==> src/rtl/multdiv_sequencer_pkg.sv <==
// Shared constants, state encoding and payload types for the multdiv sequencer.
package multdiv_sequencer_pkg;

  localparam int unsigned DATA_W  = 32;
  localparam int unsigned REG_W   = 5;
  localparam int unsigned ALUOP_W = 5;
  localparam int unsigned STATE_W = 2;

  localparam logic [ALUOP_W-1:0] ALUOP_MUL = 5'b00110;
  localparam logic [ALUOP_W-1:0] ALUOP_DIV = 5'b00111;

  localparam int unsigned RSTATUS_REG_DEFAULT = 30;

  localparam logic [DATA_W-1:0] EXC_CODE_MUL = 32'd4;
  localparam logic [DATA_W-1:0] EXC_CODE_DIV = 32'd5;

  localparam logic [STATE_W-1:0] ST_IDLE  = 2'd0;
  localparam logic [STATE_W-1:0] ST_START = 2'd1;
  localparam logic [STATE_W-1:0] ST_WAIT  = 2'd2;
  localparam logic [STATE_W-1:0] ST_WB    = 2'd3;

  // Operation captured at issue and held until the sequence ends
  typedef struct packed {
    logic              div;
    logic [REG_W-1:0]  rd;
    logic [DATA_W-1:0] opa;
    logic [DATA_W-1:0] opb;
  } md_op_t;

  typedef struct packed {
    logic              valid;
    logic [REG_W-1:0]  rd;
    logic [DATA_W-1:0] data;
  } wb_payload_t;

  function automatic logic [DATA_W-1:0] exc_code(input logic is_div);
    return is_div ? EXC_CODE_DIV : EXC_CODE_MUL;
  endfunction

endpackage

==> src/rtl/multdiv_sequencer_timeout_counter.sv <==
// WAIT-state cycle counter; terminal_c flags the last permitted WAIT cycle.
module timeout_counter #(
  parameter int unsigned TIMEOUT_CYCLES = 48
) (
  input  logic clk,
  input  logic rst_n,
  input  logic clear,
  input  logic enable,
  output logic terminal_c
);

  localparam int unsigned CNT_W = (TIMEOUT_CYCLES > 1) ? $clog2(TIMEOUT_CYCLES) : 1;
  localparam logic [CNT_W-1:0] LAST = CNT_W'(TIMEOUT_CYCLES - 1);

  logic [CNT_W-1:0] count_q;

  // Saturates at LAST so a stalled enable cannot wrap back to zero
  always_ff @(posedge clk or negedge rst_n) begin
    if (!rst_n) begin
      count_q <= '0;
    end else if (clear) begin
      count_q <= '0;
    end else if (enable && (count_q != LAST)) begin
      count_q <= count_q + CNT_W'(1);
    end
  end

  assign terminal_c = enable & (count_q == LAST);

endmodule

==> src/rtl/multdiv_sequencer.sv <==
// Sequences a multi-cycle mul/div: issue, start pulse, wait with timeout, writeback.
module multdiv_sequencer
  import multdiv_sequencer_pkg::*;
#(
  parameter int unsigned TIMEOUT_CYCLES = 48,
  parameter int unsigned RSTATUS_REG    = RSTATUS_REG_DEFAULT
) (
  input  logic               clk,
  input  logic               rst_n,
  input  logic               dx_valid,
  input  logic               dx_multdiv,
  input  logic [ALUOP_W-1:0] dx_aluop,
  input  logic [REG_W-1:0]   dx_rd,
  input  logic [DATA_W-1:0]  dx_opa,
  input  logic [DATA_W-1:0]  dx_opb,
  input  logic               flush,
  input  logic               md_ready,
  input  logic               md_exception,
  input  logic [DATA_W-1:0]  md_result,
  output logic               md_ctrl_mult,
  output logic               md_ctrl_div,
  output logic [DATA_W-1:0]  md_opa,
  output logic [DATA_W-1:0]  md_opb,
  output logic               stall,
  output logic               wb_valid,
  output logic [REG_W-1:0]   wb_rd,
  output logic [DATA_W-1:0]  wb_data,
  output logic               busy,
  output logic               timeout_err
);

  logic [STATE_W-1:0] state_q, state_next;
  md_op_t             op_q, op_next;
  wb_payload_t        wb_q, wb_next;
  logic               mult_q, mult_next;
  logic               div_q, div_next;
  logic               busy_q;
  logic               terr_q, terr_next;

  logic issue_c;
  logic op_div_c;
  logic tmo_terminal_c;
  logic unused_aluop;

  // Only bit 0 of the ALUOp distinguishes mul from div once the decoder flags multdiv
  assign op_div_c     = (dx_aluop[0] == ALUOP_DIV[0]);
  assign unused_aluop = ^dx_aluop[ALUOP_W-1:1];

  // Gated by rst_n so stall stays low while reset is held
  assign issue_c = rst_n & (state_q == ST_IDLE) & dx_valid & dx_multdiv & ~flush;

  timeout_counter #(
    .TIMEOUT_CYCLES(TIMEOUT_CYCLES)
  ) u_timeout_counter (
    .clk       (clk),
    .rst_n     (rst_n),
    .clear     (state_q != ST_WAIT),
    .enable    (state_q == ST_WAIT),
    .terminal_c(tmo_terminal_c)
  );

  always_ff @(posedge clk or negedge rst_n) begin
    if (!rst_n) begin
      state_q <= ST_IDLE;
      op_q    <= '0;
      wb_q    <= '0;
      mult_q  <= 1'b0;
      div_q   <= 1'b0;
      busy_q  <= 1'b0;
      terr_q  <= 1'b0;
    end else begin
      state_q <= state_next;
      op_q    <= op_next;
      wb_q    <= wb_next;
      mult_q  <= mult_next;
      div_q   <= div_next;
      busy_q  <= (state_next != ST_IDLE);
      terr_q  <= terr_next;
    end
  end

  // Next-state plus next values of every registered output
  always_comb begin
    state_next = state_q;
    op_next    = op_q;
    wb_next    = '0;
    mult_next  = 1'b0;
    div_next   = 1'b0;
    terr_next  = terr_q;

    case (state_q)
      ST_IDLE: begin
        if (issue_c) begin
          state_next = ST_START;
          op_next    = '{div: op_div_c, rd: dx_rd, opa: dx_opa, opb: dx_opb};
          mult_next  = ~op_div_c;
          div_next   = op_div_c;
        end
      end
      ST_START: begin
        state_next = flush ? ST_IDLE : ST_WAIT;
      end
      ST_WAIT: begin
        // flush beats md_ready, which beats the timeout
        if (flush) begin
          state_next = ST_IDLE;
        end else if (md_ready) begin
          state_next = ST_WB;
          if (md_exception) begin
            wb_next = '{valid: 1'b1, rd: REG_W'(RSTATUS_REG), data: exc_code(op_q.div)};
          end else begin
            wb_next = '{valid: (op_q.rd != '0), rd: op_q.rd, data: md_result};
          end
        end else if (tmo_terminal_c) begin
          state_next = ST_WB;
          wb_next    = '{valid: 1'b1, rd: REG_W'(RSTATUS_REG), data: exc_code(op_q.div)};
          terr_next  = 1'b1;
        end
      end
      ST_WB: begin
        state_next = ST_IDLE;
      end
      default: begin
        state_next = ST_IDLE;
      end
    endcase
  end

  assign stall        = issue_c | (state_q == ST_START) | (state_q == ST_WAIT);
  assign md_ctrl_mult = mult_q;
  assign md_ctrl_div  = div_q;
  assign md_opa       = op_q.opa;
  assign md_opb       = op_q.opb;
  assign wb_valid     = wb_q.valid;
  assign wb_rd        = wb_q.rd;
  assign wb_data      = wb_q.data;
  assign busy         = busy_q;
  assign timeout_err  = terr_q;

endmodule

==> config.mk <==
export PLATFORM = sky130hd
export DESIGN_NAME = multdiv_sequencer
export DESIGN_NICKNAME = d
export VERILOG_FILES = /design/src/rtl/multdiv_sequencer_pkg.sv /design/src/rtl/multdiv_sequencer_timeout_counter.sv /design/src/rtl/multdiv_sequencer.sv
export SDC_FILE = /design/constraint.sdc
export NUM_CORES = 1
export LEC_CHECK = 0
export BUFFER_PORTS_ARGS = -buffer_cell sky130_fd_sc_hd__buf_2
export CORE_UTILIZATION = 25
export CTS_CLUSTER_SIZE = 10
export DETAILED_ROUTE_END_ITERATION = 8
export SKIP_LAST_GASP = 1
export SYNTH_ARGS = -nofsm -noshare
export SYNTH_HDL_FRONTEND = slang
export SYNTH_SLANG_ARGS = --single-unit
==> constraint.sdc <==
create_clock -name clk -period 1.75 [get_ports clk]
set_input_delay 0.4375 -clock clk [delete_from_list [all_inputs] [get_ports clk]]
set_output_delay 0.4375 -clock clk [all_outputs]
set_load 0.005 [all_outputs]
==> flow_summary_export.csv <==
group,metric,value,unit
logic_synthesis,synth-warning-count,0,
pwr,switching_share,0.2335,
final_layout,finish.cell_count_without_fillers,804,
job,max_cap_viol_count,0,
sta,setup_viol_count_final,1,
critical_path,timing.reg2reg.worst_path_depth,5,
die,placementRows,51,
die,num_io_pins,220,
final_layout,antenna-diode-count,0,
clock_tree,clk-insertion-delay-late,410,ps
logic_synthesis,synth_enable_flop_cells,0,
clock_tree,cts-root-buf,"sky130_fd_sc_hd__clkbuf_16",
clock_tree,tritoncts_num_sinks,120,
logic_synthesis,yosys.cell_types.count,32,
final_layout,design.final.nets,644,
final_layout,final_core_util,0.3384,
critical_path,worstPathRequired,1310,ps
critical_path,timing.critical_path.cells,"nand4b_1, or3_4, nand2_1, buf_2",
clock_tree,cts_buffers,17,
route,wl_per_cell,13.78,um
logic_synthesis,synthesis.area_per_instance,14.20,um^2
pwr,clock_power_share,0.402,
critical_path,cp_data_arrival_time,1450,ps
sta,final-hold-violation-count,0,
global_route,grt_start_max_net_pins,66,
logic_synthesis,synth-seq-cells,120,
clock_tree,clock_tree_from_tritoncts,"built",
sta,grt_setup_unrepaired,"yes",
logic_synthesis,synth_seq_area_share,0.5922,
sta,period_minus_slack,1885,ps
clock_tree,clk_pin_slew,50,ps
place,detailedPlacementHpwl,7693,um
sta,max_clock_freq,530.6,MHz
critical_path,max_fo_critical_path,2,
place,port_buffers,215,
place,preCtsSetupSlack,15.96,ps
route,drt_first_iter_violations,64,
route,detailedRoute.firstPassIterationCount,4,
sta,final_setup_slack_of_the_worst_path,-134.5,ps
sta,worst_slew_pin_slew,714.3,ps
sta,final.setup_skew,5.158,ps
route,num_vias,3125,
route,detail_route.drc_violations,0,
die,design.die.area,0.02086,mm^2
critical_path,slowest_stage,"sky130_fd_sc_hd__dfrtp_1",
pwr,p_leak,0.003611,uW
critical_path,worstReg2RegStart,"state_q[1]",
worst_hold_path,class_of_the_worst_hold_path,"in2async",
place,placed_cells_incl_taps,773,
clock_tree,cts-htree-levels,4,
pwr,p_int,6172,uW
logic_synthesis,ys_dominant_reg_cell,"sky130_fd_sc_hd__dfrtp_1",
final_layout,final.fill_count,1996,
critical_path,reg2reg_setup_slack,40,ps
final_layout,synthToLayoutAreaGrowth,31.14,%
route,route.detailed.vias_per_inst,3.887,
die,chipHeight,144.4,um
pwr,vdd_ir_drop_max,0.0007297,V
critical_path,timing.rr.end,"md_opa[2]",
run_status,violations_in_the_final_reports,"setup timing",
critical_path,critical_path.startpoint_type,"flop",
logic_synthesis,netlist_instances,357,
global_route,grt_overflow_total,0,
critical_path,crit_family,"simple AND/OR/NAND/NOR gates",
global_route,via_count_of_the_first_global_routing_pass,3187,
critical_path,timing.critical_path.buf_inv,1,
die,core_area,0.01965,mm^2
place,finalWeightedCongestion,0.7264,
global_route,global_route_wire_length_before_repair,16570,um
run_status,outcome,"complete, but fails checks",
logic_synthesis,async_flop_share,1.000,
critical_path,cpPeakStageDelay,370,ps
critical_path,criticalPathCategory,"reg2out",
pwr,p_comb_frac,0.168,
route,finalWirelength,11080,um
pwr,p_sw,1880,uW
pwr,pwr_density_cell,1211,mW/mm^2
die,floorplan.die.width,144.4,um
sta,drv_slew,0,
logic_synthesis,synth.cell_area,0.005071,mm^2
place,placed_cell_area,0.006051,mm^2
sta,timing.setup.tns,-134.5,ps
global_route,grt.total_usage,0.1086,
global_route,initial_antenna_violation_count,0,
clock_tree,hold_fix_buffers_cts,0,
pwr,sequentialPowerShare,0.430,
final_layout,layout-drive-gt1-share,0.6122,
logic_synthesis,synth_fp_nets,471,
sta,final_min_period_over_clock_period,1.077,
route,final_antenna_net_count,0,
final_layout,post-route-cell-area,0.006650,mm^2
clock_tree,max_root_sink_buffers,2,
critical_path,timing.critical_path.to_type,"output pin",
sta,headroom_to_the_max_slew_limit,0.5238,
die,initial_core_utilization,0.2580,
==> Yosys cell counts, types with 3 or more instances <==
library cell                 n  area, um^2
sky130_fd_sc_hd__mux2_2     26       292.8
sky130_fd_sc_hd__o21ai_0     4       20.02
sky130_fd_sc_hd__clkbuf_1    4       15.01
sky130_fd_sc_hd__buf_4      64       480.5
sky130_fd_sc_hd__a21oi_1     4       20.02
sky130_fd_sc_hd__mux2_4     45       675.7
sky130_fd_sc_hd__nor2b_1     3       18.77
sky130_fd_sc_hd__nor3_1      7       35.03
sky130_fd_sc_hd__and2_1     31       193.9
sky130_fd_sc_hd__buf_6       6       67.56
sky130_fd_sc_hd__nor2_1     10       37.54
sky130_fd_sc_hd__dfrtp_1   120        3003
sky130_fd_sc_hd__buf_2       3       15.01
sky130_fd_sc_hd__nand2_1     7       26.28
==> through the flow <==
step / power, uW / hold slack (ps)
5_1_grt: 8546 / 168.8
2_1_floorplan: 4682 / 141.9
3_3_place_gp: 4843 / 445.0
6_report: 8052 / 141.5
4_1_cts: 8228 / 184.4
3_5_place_dp: 4873 / 462.5
==> power by group through the flow <==
stage,combinational [uW],clock (uW),sequential [uW]
CTS,1380,3390,3460
detailed placement,1370,0,3500
finish,1360,3240,3460
floorplan,1230,0,3450
global route,1510,3510,3530
global placement,1360,0,3490
==> layer usage <==
layer	track usage	vias to the layer above	part of all wire
met5	0	-	0
met4	0.04100	0	0.016
met2	0.1738	142	0.47
li1	-	1473	-
met1	0.1198	1497	0.41
met3	0.05993	13	0.10
==> worst max path at each step <==
stage	startpoint	endpoint	slack (ps)	cells past startpoint
final	state_q[1]	stall	-130	4
after global routing	state_q[1]	stall	-220	4
after CTS	state_q[1]	stall	-220	4
after detailed placement	rst_n	md_opb[11]	20	5
after global placement	rst_n	md_opb[15]	30	5
after floorplan	state_q[1]	stall	70	5
==> cell type report <==
cell class	count	area, um^2	area share
Sequential cell	120	3003	0.4516
Multi-Input combinational cell	158	1490	0.2241
Timing Repair Buffer	231	1281	0.1927
Clock buffer	24	491.7	0.07394
Tap cell	265	331.6	0.04986
Clock inverter	4	45.04	0.006773
Inverter	2	7.507	0.001129
==> state kept, by name, indices dropped and copies added, names as in the netlist <==
register / count
md_opb: 32
busy: 1
md_ctrl_mult: 1
u_timeout_counter.count_q: 6
md_opa: 32
op_q: 6
wb_rd: 5
timeout_err: 1
wb_data: 32
md_ctrl_div: 1
wb_valid: 1
state_q: 2
==> timing repair <==
item	4_1_cts	5_1_grt
gates resized for setup	0	4
cloned	0	1
endpoints found under the setup margin	1	63
buffers inserted	2	0
pin swaps	1	1
==> cell families (layout without fill, tap and decap cells) <==
family	count (synthesis)	in the layout	synth area share
AO/OA/AOI/OAI	12	12	0.01357
XOR/XNOR	2	2	0.003455
adder cells (fa/ha/maj)	1	1	0.002467
buffers and inverters	79	261	0.1155
flip-flops	120	120	0.5922
multiplexers	73	73	0.1949
AND/OR/NAND/NOR	70	70	0.07797
==> cell usage in the layout (no fill, tap or decap), types with 7 or more instances in the layout <==
master and count:
sky130_fd_sc_hd__buf_2 214, sky130_fd_sc_hd__dfrtp_1 120, sky130_fd_sc_hd__mux2_4 45, sky130_fd_sc_hd__and2_1 31, sky130_fd_sc_hd__mux2_2 26, sky130_fd_sc_hd__clkbuf_16 18, sky130_fd_sc_hd__nor2_1 10, sky130_fd_sc_hd__buf_4 10
sky130_fd_sc_hd__nor3_1 7, sky130_fd_sc_hd__nand2_1 7
==> worst reg2reg max path: stages (launching register included) <==
cell	delay [ps]
sky130_fd_sc_hd__dfrtp_1	370
sky130_fd_sc_hd__nand4b_1	170
sky130_fd_sc_hd__or3_4	340
sky130_fd_sc_hd__buf_4	200
sky130_fd_sc_hd__clkbuf_16	210
sky130_fd_sc_hd__mux2_4	310
Note: power is estimated with default switching activity, not from simulation.
